**config.mk**
```make
export PLATFORM = sky130hd
export DESIGN_NAME = mmu_mem_burst_master_flat
export DESIGN_NICKNAME = d
export VERILOG_FILES = /design/src/rtl/mmu_mem_burst_master_if.sv /design/src/rtl/mmu_mem_burst_master.sv /design/src/flat_wrapper.sv
export SDC_FILE = /design/constraint.sdc
export NUM_CORES = 2
export LEC_CHECK = 0
export CAP_MARGIN = 20
export CORE_AREA = 2 2 585 587
export CTS_BUF_LIST = sky130_fd_sc_hd__clkbuf_8 sky130_fd_sc_hd__clkbuf_16
export DETAILED_ROUTE_END_ITERATION = 10
export DIE_AREA = 0 0 587 589
export GPL_TIMING_DRIVEN = 0
export PLACE_DENSITY = 0.43
export SYNTH_ARGS = -nofsm -noshare
export SYNTH_HDL_FRONTEND = slang
export SYNTH_SLANG_ARGS = --single-unit
```
**constraint.sdc**
```tcl
create_clock -name clk -period 2.4 [get_ports clk]
set_input_delay 0.36 -clock clk [delete_from_list [all_inputs] [get_ports clk]]
set_output_delay 0.36 -clock clk [all_outputs]
set_load 0.02 [all_outputs]
```
**src/rtl/mmu_mem_burst_master_if.sv**
```systemverilog
// Signal bundle between the MMU line request/response path, the burst master
// and the external memory controller.
interface mmu_mem_burst_master_if #(
    parameter int PADDR_WIDTH = 40,
    parameter int MASK_WIDTH  = 64
);
    logic                   i_mmu_req_vld;
    logic                   o_mmu_req_rdy;
    logic                   i_mmu_req_wr;
    logic [PADDR_WIDTH-1:0] i_mmu_req_paddr;
    logic [MASK_WIDTH-1:0]  i_mmu_req_mask;
    logic [511:0]           i_mmu_req_wdat;

    logic                   o_mmu_rsp_vld;
    logic                   i_mmu_rsp_rdy;
    logic                   o_mmu_rsp_wr;
    logic                   o_mmu_rsp_err;
    logic [511:0]           o_mmu_rsp_rdat;

    logic                   o_mem_ext_rden;
    logic                   o_mem_ext_wren;
    logic [MASK_WIDTH-1:0]  o_mem_ext_mask;
    logic [2:0]             o_mem_ext_burst;
    logic [PADDR_WIDTH-1:0] o_mem_ext_paddr;
    logic [127:0]           o_mem_ext_wdat;
    logic                   o_mem_ext_burst_start;
    logic                   o_mem_ext_burst_end;
    logic                   o_mem_ext_burst_vld;

    logic                   i_ext_mmu_rd_ack;
    logic                   i_ext_mmu_wr_ack;
    logic [127:0]           i_ext_mmu_rdat;
    logic                   i_ext_mmu_rdy;

    modport master (
        input  i_mmu_req_vld, i_mmu_req_wr, i_mmu_req_paddr, i_mmu_req_mask, i_mmu_req_wdat,
        input  i_mmu_rsp_rdy,
        input  i_ext_mmu_rd_ack, i_ext_mmu_wr_ack, i_ext_mmu_rdat, i_ext_mmu_rdy,
        output o_mmu_req_rdy,
        output o_mmu_rsp_vld, o_mmu_rsp_wr, o_mmu_rsp_err, o_mmu_rsp_rdat,
        output o_mem_ext_rden, o_mem_ext_wren, o_mem_ext_mask, o_mem_ext_burst,
        output o_mem_ext_paddr, o_mem_ext_wdat,
        output o_mem_ext_burst_start, o_mem_ext_burst_end, o_mem_ext_burst_vld
    );

    modport slave (
        output i_mmu_req_vld, i_mmu_req_wr, i_mmu_req_paddr, i_mmu_req_mask, i_mmu_req_wdat,
        output i_mmu_rsp_rdy,
        output i_ext_mmu_rd_ack, i_ext_mmu_wr_ack, i_ext_mmu_rdat, i_ext_mmu_rdy,
        input  o_mmu_req_rdy,
        input  o_mmu_rsp_vld, o_mmu_rsp_wr, o_mmu_rsp_err, o_mmu_rsp_rdat,
        input  o_mem_ext_rden, o_mem_ext_wren, o_mem_ext_mask, o_mem_ext_burst,
        input  o_mem_ext_paddr, o_mem_ext_wdat,
        input  o_mem_ext_burst_start, o_mem_ext_burst_end, o_mem_ext_burst_vld
    );
endinterface

```
**src/rtl/mmu_mem_burst_master.sv**
```systemverilog
// MMU-side initiator: turns one 512-bit line request into a 4 x 128-bit memory
// burst, waits for the matching ack (or times out) and returns one response.
module mmu_mem_burst_master #(
    parameter int PADDR_WIDTH = 40,
    parameter int MASK_WIDTH  = 64,
    parameter int ACK_TIMEOUT = 64
) (
    input  logic                  clk,
    input  logic                  rst_n,
    mmu_mem_burst_master_if.master bus
);
    localparam int            TW      = $clog2(ACK_TIMEOUT);
    localparam logic [TW-1:0] TO_LAST = TW'(ACK_TIMEOUT - 1);

    typedef enum logic [1:0] {IDLE, BURST, WAIT_ACK, RESP} state_t;

    state_t                 state_reg, state_next;
    logic                   wr_reg;
    logic [PADDR_WIDTH-1:0] paddr_reg;
    logic [MASK_WIDTH-1:0]  mask_reg;
    logic [511:0]           wdat_reg;
    logic [1:0]             beat_reg;
    logic [TW-1:0]          tmo_reg;
    logic [127:0]           rdat_sh_reg [3];
    logic                   rsp_vld_reg, rsp_wr_reg, rsp_err_reg;
    logic [511:0]           rsp_rdat_reg;

    logic                   accept, ack_ok, tmo_hit;
    logic                   req_rdy, in_burst, addr_hold;
    logic [127:0]           wbeat [4];

    for (genvar gi = 0; gi < 4; gi++) begin : g_wbeat
        assign wbeat[gi] = wdat_reg[gi*128 +: 128];
    end

    always_ff @(posedge clk or negedge rst_n) begin
        if (!rst_n) state_reg <= IDLE;
        else        state_reg <= state_next;
    end

    always_comb begin
        state_next = state_reg;
        accept     = 1'b0;
        ack_ok     = 1'b0;
        tmo_hit    = 1'b0;
        req_rdy    = 1'b0;
        in_burst   = 1'b0;
        addr_hold  = 1'b0;
        case (state_reg)
            IDLE: begin
                req_rdy = bus.i_ext_mmu_rdy;
                if (bus.i_mmu_req_vld && bus.i_ext_mmu_rdy) begin
                    accept     = 1'b1;
                    state_next = BURST;
                end
            end
            BURST: begin
                in_burst  = 1'b1;
                addr_hold = 1'b1;
                if (beat_reg == 2'd3) state_next = WAIT_ACK;
            end
            WAIT_ACK: begin
                addr_hold = 1'b1;
                // Only the ack type matching the pending op counts.
                ack_ok    = wr_reg ? bus.i_ext_mmu_wr_ack : bus.i_ext_mmu_rd_ack;
                tmo_hit   = (tmo_reg == TO_LAST);
                if (ack_ok || tmo_hit) state_next = RESP;
            end
            RESP: begin
                if (bus.i_mmu_rsp_rdy) state_next = IDLE;
            end
            default: state_next = IDLE;
        endcase
    end

    always_ff @(posedge clk or negedge rst_n) begin
        if (!rst_n) begin
            wr_reg         <= 1'b0;
            paddr_reg      <= '0;
            mask_reg       <= '0;
            wdat_reg       <= '0;
            beat_reg       <= 2'd0;
            tmo_reg        <= '0;
            rdat_sh_reg[0] <= '0;
            rdat_sh_reg[1] <= '0;
            rdat_sh_reg[2] <= '0;
            rsp_vld_reg    <= 1'b0;
            rsp_wr_reg     <= 1'b0;
            rsp_err_reg    <= 1'b0;
            rsp_rdat_reg   <= '0;
        end else begin
            // Free-running history so beats arriving before WAIT_ACK are kept.
            rdat_sh_reg[0] <= rdat_sh_reg[1];
            rdat_sh_reg[1] <= rdat_sh_reg[2];
            rdat_sh_reg[2] <= bus.i_ext_mmu_rdat;
            if (accept) begin
                wr_reg    <= bus.i_mmu_req_wr;
                paddr_reg <= bus.i_mmu_req_paddr;
                mask_reg  <= bus.i_mmu_req_mask;
                wdat_reg  <= bus.i_mmu_req_wdat;
                beat_reg  <= 2'd0;
            end
            if (state_reg == BURST) begin
                beat_reg <= beat_reg + 2'd1;
                if (beat_reg == 2'd3) tmo_reg <= '0;
            end
            if (state_reg == WAIT_ACK) begin
                tmo_reg <= tmo_reg + 1'b1;
                if (ack_ok || tmo_hit) begin
                    rsp_vld_reg  <= 1'b1;
                    rsp_wr_reg   <= wr_reg;
                    rsp_err_reg  <= ~ack_ok;
                    rsp_rdat_reg <= (ack_ok && !wr_reg)
                                  ? {bus.i_ext_mmu_rdat, rdat_sh_reg[2], rdat_sh_reg[1], rdat_sh_reg[0]}
                                  : '0;
                end
            end
            if (state_reg == RESP && bus.i_mmu_rsp_rdy) rsp_vld_reg <= 1'b0;
        end
    end

    assign bus.o_mmu_req_rdy         = req_rdy;
    assign bus.o_mmu_rsp_vld         = rsp_vld_reg;
    assign bus.o_mmu_rsp_wr          = rsp_wr_reg;
    assign bus.o_mmu_rsp_err         = rsp_err_reg;
    assign bus.o_mmu_rsp_rdat        = rsp_rdat_reg;
    assign bus.o_mem_ext_burst_vld   = in_burst;
    assign bus.o_mem_ext_burst_start = in_burst && (beat_reg == 2'd0);
    assign bus.o_mem_ext_burst_end   = in_burst && (beat_reg == 2'd3);
    assign bus.o_mem_ext_wren        = in_burst && wr_reg && (beat_reg == 2'd0);
    assign bus.o_mem_ext_rden        = in_burst && !wr_reg && (beat_reg == 2'd0);
    assign bus.o_mem_ext_burst       = in_burst ? 3'b011 : 3'b000;
    assign bus.o_mem_ext_wdat        = (in_burst && wr_reg) ? wbeat[beat_reg] : '0;
    assign bus.o_mem_ext_paddr       = addr_hold ? paddr_reg : '0;
    assign bus.o_mem_ext_mask        = addr_hold ? mask_reg : '0;
endmodule

```
**src/flat_wrapper.sv**
```systemverilog
// flat-port wrapper written by rule: the top's interface ports become plain ports
module mmu_mem_burst_master_flat 
#(
    parameter int PADDR_WIDTH = 40,
    parameter int MASK_WIDTH  = 64,
    parameter int ACK_TIMEOUT = 64
)
  (clk, rst_n, bus_i_mmu_req_vld, bus_i_mmu_req_wr, bus_i_mmu_req_paddr, bus_i_mmu_req_mask, bus_i_mmu_req_wdat, bus_i_mmu_rsp_rdy, bus_i_ext_mmu_rd_ack, bus_i_ext_mmu_wr_ack, bus_i_ext_mmu_rdat, bus_i_ext_mmu_rdy, bus_o_mmu_req_rdy, bus_o_mmu_rsp_vld, bus_o_mmu_rsp_wr, bus_o_mmu_rsp_err, bus_o_mmu_rsp_rdat, bus_o_mem_ext_rden, bus_o_mem_ext_wren, bus_o_mem_ext_mask, bus_o_mem_ext_burst, bus_o_mem_ext_paddr, bus_o_mem_ext_wdat, bus_o_mem_ext_burst_start, bus_o_mem_ext_burst_end, bus_o_mem_ext_burst_vld);
  mmu_mem_burst_master_if #(.PADDR_WIDTH(PADDR_WIDTH), .MASK_WIDTH(MASK_WIDTH)) bus_i ();
  input  logic clk;
  input  logic rst_n;
  input wire logic [$bits(bus_i.i_mmu_req_vld)-1:0] bus_i_mmu_req_vld;
  input wire logic [$bits(bus_i.i_mmu_req_wr)-1:0] bus_i_mmu_req_wr;
  input wire logic [$bits(bus_i.i_mmu_req_paddr)-1:0] bus_i_mmu_req_paddr;
  input wire logic [$bits(bus_i.i_mmu_req_mask)-1:0] bus_i_mmu_req_mask;
  input wire logic [$bits(bus_i.i_mmu_req_wdat)-1:0] bus_i_mmu_req_wdat;
  input wire logic [$bits(bus_i.i_mmu_rsp_rdy)-1:0] bus_i_mmu_rsp_rdy;
  input wire logic [$bits(bus_i.i_ext_mmu_rd_ack)-1:0] bus_i_ext_mmu_rd_ack;
  input wire logic [$bits(bus_i.i_ext_mmu_wr_ack)-1:0] bus_i_ext_mmu_wr_ack;
  input wire logic [$bits(bus_i.i_ext_mmu_rdat)-1:0] bus_i_ext_mmu_rdat;
  input wire logic [$bits(bus_i.i_ext_mmu_rdy)-1:0] bus_i_ext_mmu_rdy;
  output wire logic [$bits(bus_i.o_mmu_req_rdy)-1:0] bus_o_mmu_req_rdy;
  output wire logic [$bits(bus_i.o_mmu_rsp_vld)-1:0] bus_o_mmu_rsp_vld;
  output wire logic [$bits(bus_i.o_mmu_rsp_wr)-1:0] bus_o_mmu_rsp_wr;
  output wire logic [$bits(bus_i.o_mmu_rsp_err)-1:0] bus_o_mmu_rsp_err;
  output wire logic [$bits(bus_i.o_mmu_rsp_rdat)-1:0] bus_o_mmu_rsp_rdat;
  output wire logic [$bits(bus_i.o_mem_ext_rden)-1:0] bus_o_mem_ext_rden;
  output wire logic [$bits(bus_i.o_mem_ext_wren)-1:0] bus_o_mem_ext_wren;
  output wire logic [$bits(bus_i.o_mem_ext_mask)-1:0] bus_o_mem_ext_mask;
  output wire logic [$bits(bus_i.o_mem_ext_burst)-1:0] bus_o_mem_ext_burst;
  output wire logic [$bits(bus_i.o_mem_ext_paddr)-1:0] bus_o_mem_ext_paddr;
  output wire logic [$bits(bus_i.o_mem_ext_wdat)-1:0] bus_o_mem_ext_wdat;
  output wire logic [$bits(bus_i.o_mem_ext_burst_start)-1:0] bus_o_mem_ext_burst_start;
  output wire logic [$bits(bus_i.o_mem_ext_burst_end)-1:0] bus_o_mem_ext_burst_end;
  output wire logic [$bits(bus_i.o_mem_ext_burst_vld)-1:0] bus_o_mem_ext_burst_vld;
  assign bus_i.i_mmu_req_vld = bus_i_mmu_req_vld;
  assign bus_i.i_mmu_req_wr = bus_i_mmu_req_wr;
  assign bus_i.i_mmu_req_paddr = bus_i_mmu_req_paddr;
  assign bus_i.i_mmu_req_mask = bus_i_mmu_req_mask;
  assign bus_i.i_mmu_req_wdat = bus_i_mmu_req_wdat;
  assign bus_i.i_mmu_rsp_rdy = bus_i_mmu_rsp_rdy;
  assign bus_i.i_ext_mmu_rd_ack = bus_i_ext_mmu_rd_ack;
  assign bus_i.i_ext_mmu_wr_ack = bus_i_ext_mmu_wr_ack;
  assign bus_i.i_ext_mmu_rdat = bus_i_ext_mmu_rdat;
  assign bus_i.i_ext_mmu_rdy = bus_i_ext_mmu_rdy;
  assign bus_o_mmu_req_rdy = bus_i.o_mmu_req_rdy;
  assign bus_o_mmu_rsp_vld = bus_i.o_mmu_rsp_vld;
  assign bus_o_mmu_rsp_wr = bus_i.o_mmu_rsp_wr;
  assign bus_o_mmu_rsp_err = bus_i.o_mmu_rsp_err;
  assign bus_o_mmu_rsp_rdat = bus_i.o_mmu_rsp_rdat;
  assign bus_o_mem_ext_rden = bus_i.o_mem_ext_rden;
  assign bus_o_mem_ext_wren = bus_i.o_mem_ext_wren;
  assign bus_o_mem_ext_mask = bus_i.o_mem_ext_mask;
  assign bus_o_mem_ext_burst = bus_i.o_mem_ext_burst;
  assign bus_o_mem_ext_paddr = bus_i.o_mem_ext_paddr;
  assign bus_o_mem_ext_wdat = bus_i.o_mem_ext_wdat;
  assign bus_o_mem_ext_burst_start = bus_i.o_mem_ext_burst_start;
  assign bus_o_mem_ext_burst_end = bus_i.o_mem_ext_burst_end;
  assign bus_o_mem_ext_burst_vld = bus_i.o_mem_ext_burst_vld;
  mmu_mem_burst_master #(.PADDR_WIDTH(PADDR_WIDTH), .MASK_WIDTH(MASK_WIDTH), .ACK_TIMEOUT(ACK_TIMEOUT)) u_core (.clk(clk), .rst_n(rst_n), .bus(bus_i));
endmodule
```
=== Word-level counts from Yosys, hierarchy flattened ===
Index checks and enable logic that the tools add are counted.

* Bits in registers: 1526
* Latch bits: 0
* Bits in writable memories: 0
* Memory bits (read-only): 0
* Bits of input ports: 752
* Output and inout bits: 756
* Logic and storage cells: 81
* Memories: 0

* Add/subtract/negate cells: 2
* $mul: 0
* Div/mod/pow operators: 0
* $lt $le $gt $ge: 1
* Equality and inequality tests: 9
* Shift-type cells: 0
* Muxes and demuxes: 29
* Bitwise gates (word level): 2
* Reduce and logical (&&, ||, !) cells: 24

{| class="wikitable"
|+ Operators with widths
! operator !! number
|-
| $mux W512 || 1
|-
| $mux W128 || 3
|-
| $bmux W128 S2 || 1
|-
| $mux W64 || 1
|-
| $mux W40 || 1
|-
| $mux W6 || 3
|-
| $mux W2 || 7
|-
| $mux W1 || 11
|-
| $reduce_bool A2 Y1 || 5
|-
| $logic_and A1 B1 Y1 || 9
|-
| $pmux W2 S4 || 1
|-
| $add A6 B1 Y6 const B || 1
|-
| $eq A2 B2 Y1 const B || 3
|-
| $eq A6 B6 Y1 const B || 1
|-
| $reduce_and A2 Y1 || 3
|-
| $logic_not A2 Y1 || 2
|-
| $ne A2 B1 Y1 const B || 2
|-
| $ne A2 B2 Y1 const B || 2
|-
| $reduce_and A4 Y1 || 1
|-
| $ge A3 B3 Y1 const B || 1
|-
| $not A2 Y3 || 1
|-
| $add A2 B1 Y2 const B || 1
|-
| $eq A2 B1 Y1 const B || 1
|-
| $logic_or A1 B1 Y1 || 2
|-
| other kinds (3) || 3
|}

=== Longest topological paths before layout ===
* Depth after elaboration: 6
* Gate-level depth with buffers: 9
* Mapped depth without buffers: 5

=== Least setup slack after synthesis ===
No wires, ideal clock.

* Path type: register -> output
* From: reg u_core.state_reg[1]
* To: out bus_o_mem_ext_rden
* Data arrival time: 1.993 ns
* Required time: 2.040 ns
* Slack: 0.047 ns
* Cell stages (with the launch flop): 7
* Path buffers: 2
* Cells stage by stage: dfrtp_1 inv_1 ha_1 clkbuf_1 clkbuf_1 and2_1 nor2b_1

* Longest elaborated chain between the ends: 4

{| class="wikitable"
|+ RTL lines
! element !! RTL line !! text
|-
| start, declared || mmu_mem_burst_master.sv:17 || <nowiki>state_t state_reg, state_next;</nowiki>
|-
| start signal, assigned || mmu_mem_burst_master.sv:38 || <nowiki>else state_reg <= state_next;</nowiki>
|-
| $eq A2 B1 Y1 || mmu_mem_burst_master.sv:49 || <nowiki>case (state_reg)</nowiki>
|-
| $mux W1 || mmu_mem_burst_master.sv:49 ||
|-
| via bus_o_mem_ext_burst_vld || flat_wrapper.sv:35 || <nowiki>output wire logic [$bits(bus_i.o_mem_ext_burst_vld)-1:0] bus_o_mem_ext_burst_vld;</nowiki>
|-
| $logic_and A1 B1 Y1 (2 in series) || mmu_mem_burst_master.sv:131 || <nowiki>assign bus.o_mem_ext_rden = in_burst && !wr_reg && (beat_reg == 2'd0);</nowiki>
|-
| end, declared || flat_wrapper.sv:27 || <nowiki>output wire logic [$bits(bus_i.o_mem_ext_rden)-1:0] bus_o_mem_ext_rden;</nowiki>
|}

The timed path passes the listed nets, and every way through them passes these cells.

=== Final worst setup path ===
* From: reg u_core.beat_reg[0]
* To: out bus_o_mem_ext_wdat[47]

* Longest elaborated chain between the ends: 5

{| class="wikitable"
|+ RTL lines
! element !! RTL line !! text
|-
| start, declared || mmu_mem_burst_master.sv:22 || <nowiki>logic [1:0] beat_reg;</nowiki>
|-
| start signal, assigned || mmu_mem_burst_master.sv:104 || <nowiki>beat_reg <= beat_reg + 2'd1;</nowiki>
|-
| $not A2 Y3 (not written as such) || mmu_mem_burst_master.sv:133 || <nowiki>assign bus.o_mem_ext_wdat = (in_burst && wr_reg) ? wbeat[beat_reg] : '0;</nowiki>
|-
| $bmux W128 S2 || mmu_mem_burst_master.sv:133 ||
|-
| $mux W128 (not written as such) (2 in series) || mmu_mem_burst_master.sv:133 ||
|-
| $mux W128 || mmu_mem_burst_master.sv:133 ||
|-
| end, declared || flat_wrapper.sv:32 || <nowiki>output wire logic [$bits(bus_i.o_mem_ext_wdat)-1:0] bus_o_mem_ext_wdat;</nowiki>
|}

No other way between the ends. The select of a mux whose other input is x is not followed.

==> summary.md <==
| Metric | Value |
|---|---|
| Status | `finished, violations left` |
| Failing checks | `negative setup slack` |
| Final worst path period need | `3.21 ns` |
| Setup Skew | `0.0988 ns` |
| Chip Width | `587 um` |
| CP delay by family, top | `buffers and inverters` |
| Share of the synthesized area in the top cell type | `0.683` |
| Mean Syn Cell Area | `16.7 sq um` |
| Worst path buffer plus inverter count | `5` |
| Worst path max stage delay | `0.62 ns` |
| Initial antenna violation count | `118` |
| Crit path cell chain | `clkbuf_16 -> buf_16 -> buf_16 -> buf_4 -> mux4_2 -> and3_4 -> buf_6` |
| Largest area contributor in the netlist | `dfrtp_1` |
| H-tree lvl count | `4` |
| Combinational share of power | `0.469` |
| Reg clk slew, reported paths | `0.06 ns` |
| Number of global-route vias before repair | `41400` |
| Met3 Usage GRT | `0.0710` |
| Largest net degree at the start of global routing | `165` |
| Die area | `0.346 sq mm` |
| GRT Overall Usage | `0.169` |
| Synth Instances | `3343` |
| Total gr overflow | `0` |
| CTS tree | `done` |
| Detailed Route WL | `305000 um` |
| Final nets | `6035` |
| Clock Power Share | `0.218` |
| Core area | `0.339 sq mm` |
| CTS buffer count | `186` |
| GRT busiest layer | `met2` |
| Placed wire-length estimate | `240000 um` |
| FILL cells | `35100` |
| DRT iter0 DRCs | `2151` |
| Syn Nets | `4102` |
| Final Wtd Congestion | `0.863` |
| Setup crit end kind | `output pin` |
| Crit-path slowest cell | `mux4_2` |
| Drt wl/cell | `30.6 um` |
| Overall die height | `589 um` |
| Max VDD drop | `0.909 mV` |
| Pleak | `38.5 nW` |
| Count leader, synth | `dfrtp_1` |
| Clock Tree Root | `clkbuf_16` |
| Top cell types by occurrence after synthesis | `dfrtp_1, mux2_2, a22o_1, and3_1, mux4_2` |
| Floorplan row count | `214` |
| Synth warn | `0` |
| Final ANT Viol Nets | `0` |
| Layout cells sized above 1 | `0.355` |
| Routing usage on met2 | `0.291` |
| PwrDens | `1490 mW/mm^2` |
| IO Pins | `1508` |
| Via density | `3.91` |
| Worst Setup Start Kind | `flop` |
| Psw | `48.7 mW` |
| Pint | `83.8 mW` |
| Slew HR | `0.305` |
| Number of synthesized register bits | `1526` |
| Vias | `39000` |
| Met1 GRT Util | `0.192` |
| Hold Crit Class | `in -> reg` |
| Crit Path Category | `reg -> out` |
| First-pass GRT wire length | `398000 um` |
| Max clock buf depth | `4` |
| Dpl ws | `-2.46 ns` |
| Initial Utilization | `0.165` |
| Register area share after synthesis | `0.683` |
| Sequential power share | `0.313` |
| Fin crit share | `1.34` |
| Switching share of power | `0.368` |
| Max-cap violations | `0` |
| Post-synth EDFFs | `0` |
| Crit path setup slack, layout | `-0.813 ns` |
| Critical Path Fanout Max | `8` |
| Crit path top cell by count | `buf_16` |
| Final Max Tran Viols | `0` |
| Area growth from synthesis to layout | `59.5%` |
| Netlist cell types | `38` |
| Top_reg_cell synth | `dfrtp_1` |
| Final hold slack | `0.105 ns` |
| CP Data Arrival Time | `2.85 ns` |
| Sink Count | `1526` |
| WP data required | `2.04 ns` |
| Endpoints failing setup | `425` |
| Slew of the pin with the lowest slew margin | `1.04 ns` |
| Pre-antenna DRT Iters | `5` |
| Worst skew pair latency | `0.89 ns` |
| Async SR Flop Fraction | `1.00` |
| Final hold vios | `0` |
| Unrepaired setup endpoints after global routing | `yes` |
| Synth area leaders | `dfrtp_1, mux2_2, a22o_1` |
| Max frequency | `311 MHz` |
| DR DRC count | `0` |
| Post-Syn Area | `0.0559 sq mm` |
| PortBufs | `1506` |
through the flow:
stage	TNS (ns)	total power, mW	cell area (sq um)	utilization	std cells
2_1_floorplan	0	65.0	55900	-	3343
3_3_place_gp	-	94.3	76700	0.226	9385
3_5_place_dp	-1765.04	94.9	77100	0.227	9400
4_1_cts	-855.36	133	87400	0.258	9915
5_1_grt	-274.93	139	89100	0.263	9962
6_report	-161.25	133	89200	0.263	9981
per-layer routing:
| layer | share of wire | wire [um] |
|---|---|---|
| met1 | 0.38 | 115000 |
| met2 | 0.49 | 150000 |
| met5 | 0.0015 | 471 |
| met4 | 0.032 | 9630 |
| met3 | 0.099 | 30300 |
path summary, 6_finish.rpt:
| check | startpoint | end | slack (ns) | cells past startpoint |
|---|---|---|---|---|
| setup / recovery | u_core.beat_reg[0]$_DFFE_PN0P_ | bus_o_mem_ext_wdat[47] | -0.81 | 7 |
| hold / removal | bus_i_ext_mmu_rdat[46] | u_core.rdat_sh_reg[46]$_DFF_PN0_ | 0.11 | 1 |
| setup reg to reg | u_core.state_reg[0]$_DFFE_PN0P_ | u_core.bus.o_mmu_rsp_rdat[258]$_DFFE_PN0P_ | 0.07 | 11 |
| hold reg to reg | u_core.rdat_sh_reg[204]$_DFF_PN0_ | u_core.rdat_sh_reg[332]$_DFF_PN0_ | 0.30 | 0 |
| max in group asynchronous | rst_n | u_core.bus.o_mmu_rsp_rdat[511]$_DFFE_PN0P_ | -0.30 | 7 |
| min in group asynchronous | rst_n | u_core.state_reg[1]$_DFFE_PN0P_ | 0.31 | 2 |
cells by family after synthesis:
kind of cell | Yosys count | share of synthesized area
multiplexers | 751 | 0.177
other | 1 | 0.0000671
AO/OA/AOI/OAI | 531 | 0.0829
flip-flops | 1526 | 0.683
adder cells (fa/ha/maj) | 7 | 0.00157
AND/OR/NAND/NOR | 263 | 0.0288
buffers and inverters | 264 | 0.0268
cell usage in the layout, fill, tap and decap left out, types with 4 or more instances in the layout:
master           count
dfrtp_1           1523
clkdlybuf4s50_1   1191
mux2_2             619
a22o_1             513
buf_6              227
clkbuf_16          208
mux4_2             128
and3_4             113
and2_4             104
dlygate4sd3_1       91
buf_4               85
buf_12              80
dlymetal6s2s_1      74
buf_8               72
clkbuf_8            58
buf_2               51
clkbuf_4            35
buf_16              31
inv_1               30
diode_2             27
clkbuf_2            27
clkinv_2            26
and3_1              18
clkinvlp_4          12
clkbuf_1            10
bufinv_16           10
nand2_1              9
inv_6                6
and2_1               4
o21ai_0              4
ha_4                 4
clkinv_8             4
final cells by class:
type | instances | area [sq um] | share of cell area
clock buffers | 238 | 5370 | 0.0602
inverters | 6 | 28.8 | 0.000323
multi-input cells | 1553 | 17100 | 0.192
well taps | 4536 | 5680 | 0.0636
diodes | 27 | 67.6 | 0.000758
repair buffers | 1753 | 19200 | 0.215
clock inverters | 92 | 858 | 0.00962
plain buffers | 250 | 2650 | 0.0297
flip-flops and latches | 1526 | 38200 | 0.428
power groups by stage:
stage               Combinational, mW  Clock (mW)  Sequential (mW)
global route                     65.6        30.8             42.6
finish                           62.1        28.9             41.5
global placement                 52.2           0             42.1
CTS                              61.3        29.7             41.6
detailed placement               53.0           0             41.9
floorplan                        20.9           0             44.1
repair_timing:
action | 4_1_cts | 5_1_grt
gates resized for setup | 1883 | 719
gates cloned | 21 | 15
setup endpoints to repair | 1724 | 1695
endpoints found under the hold margin | 224 | 225
setup buffers | 75 | 45
hold buffers | 90 | 1
pin swaps | 39 | 46
(Power assumes the default switching activity.)
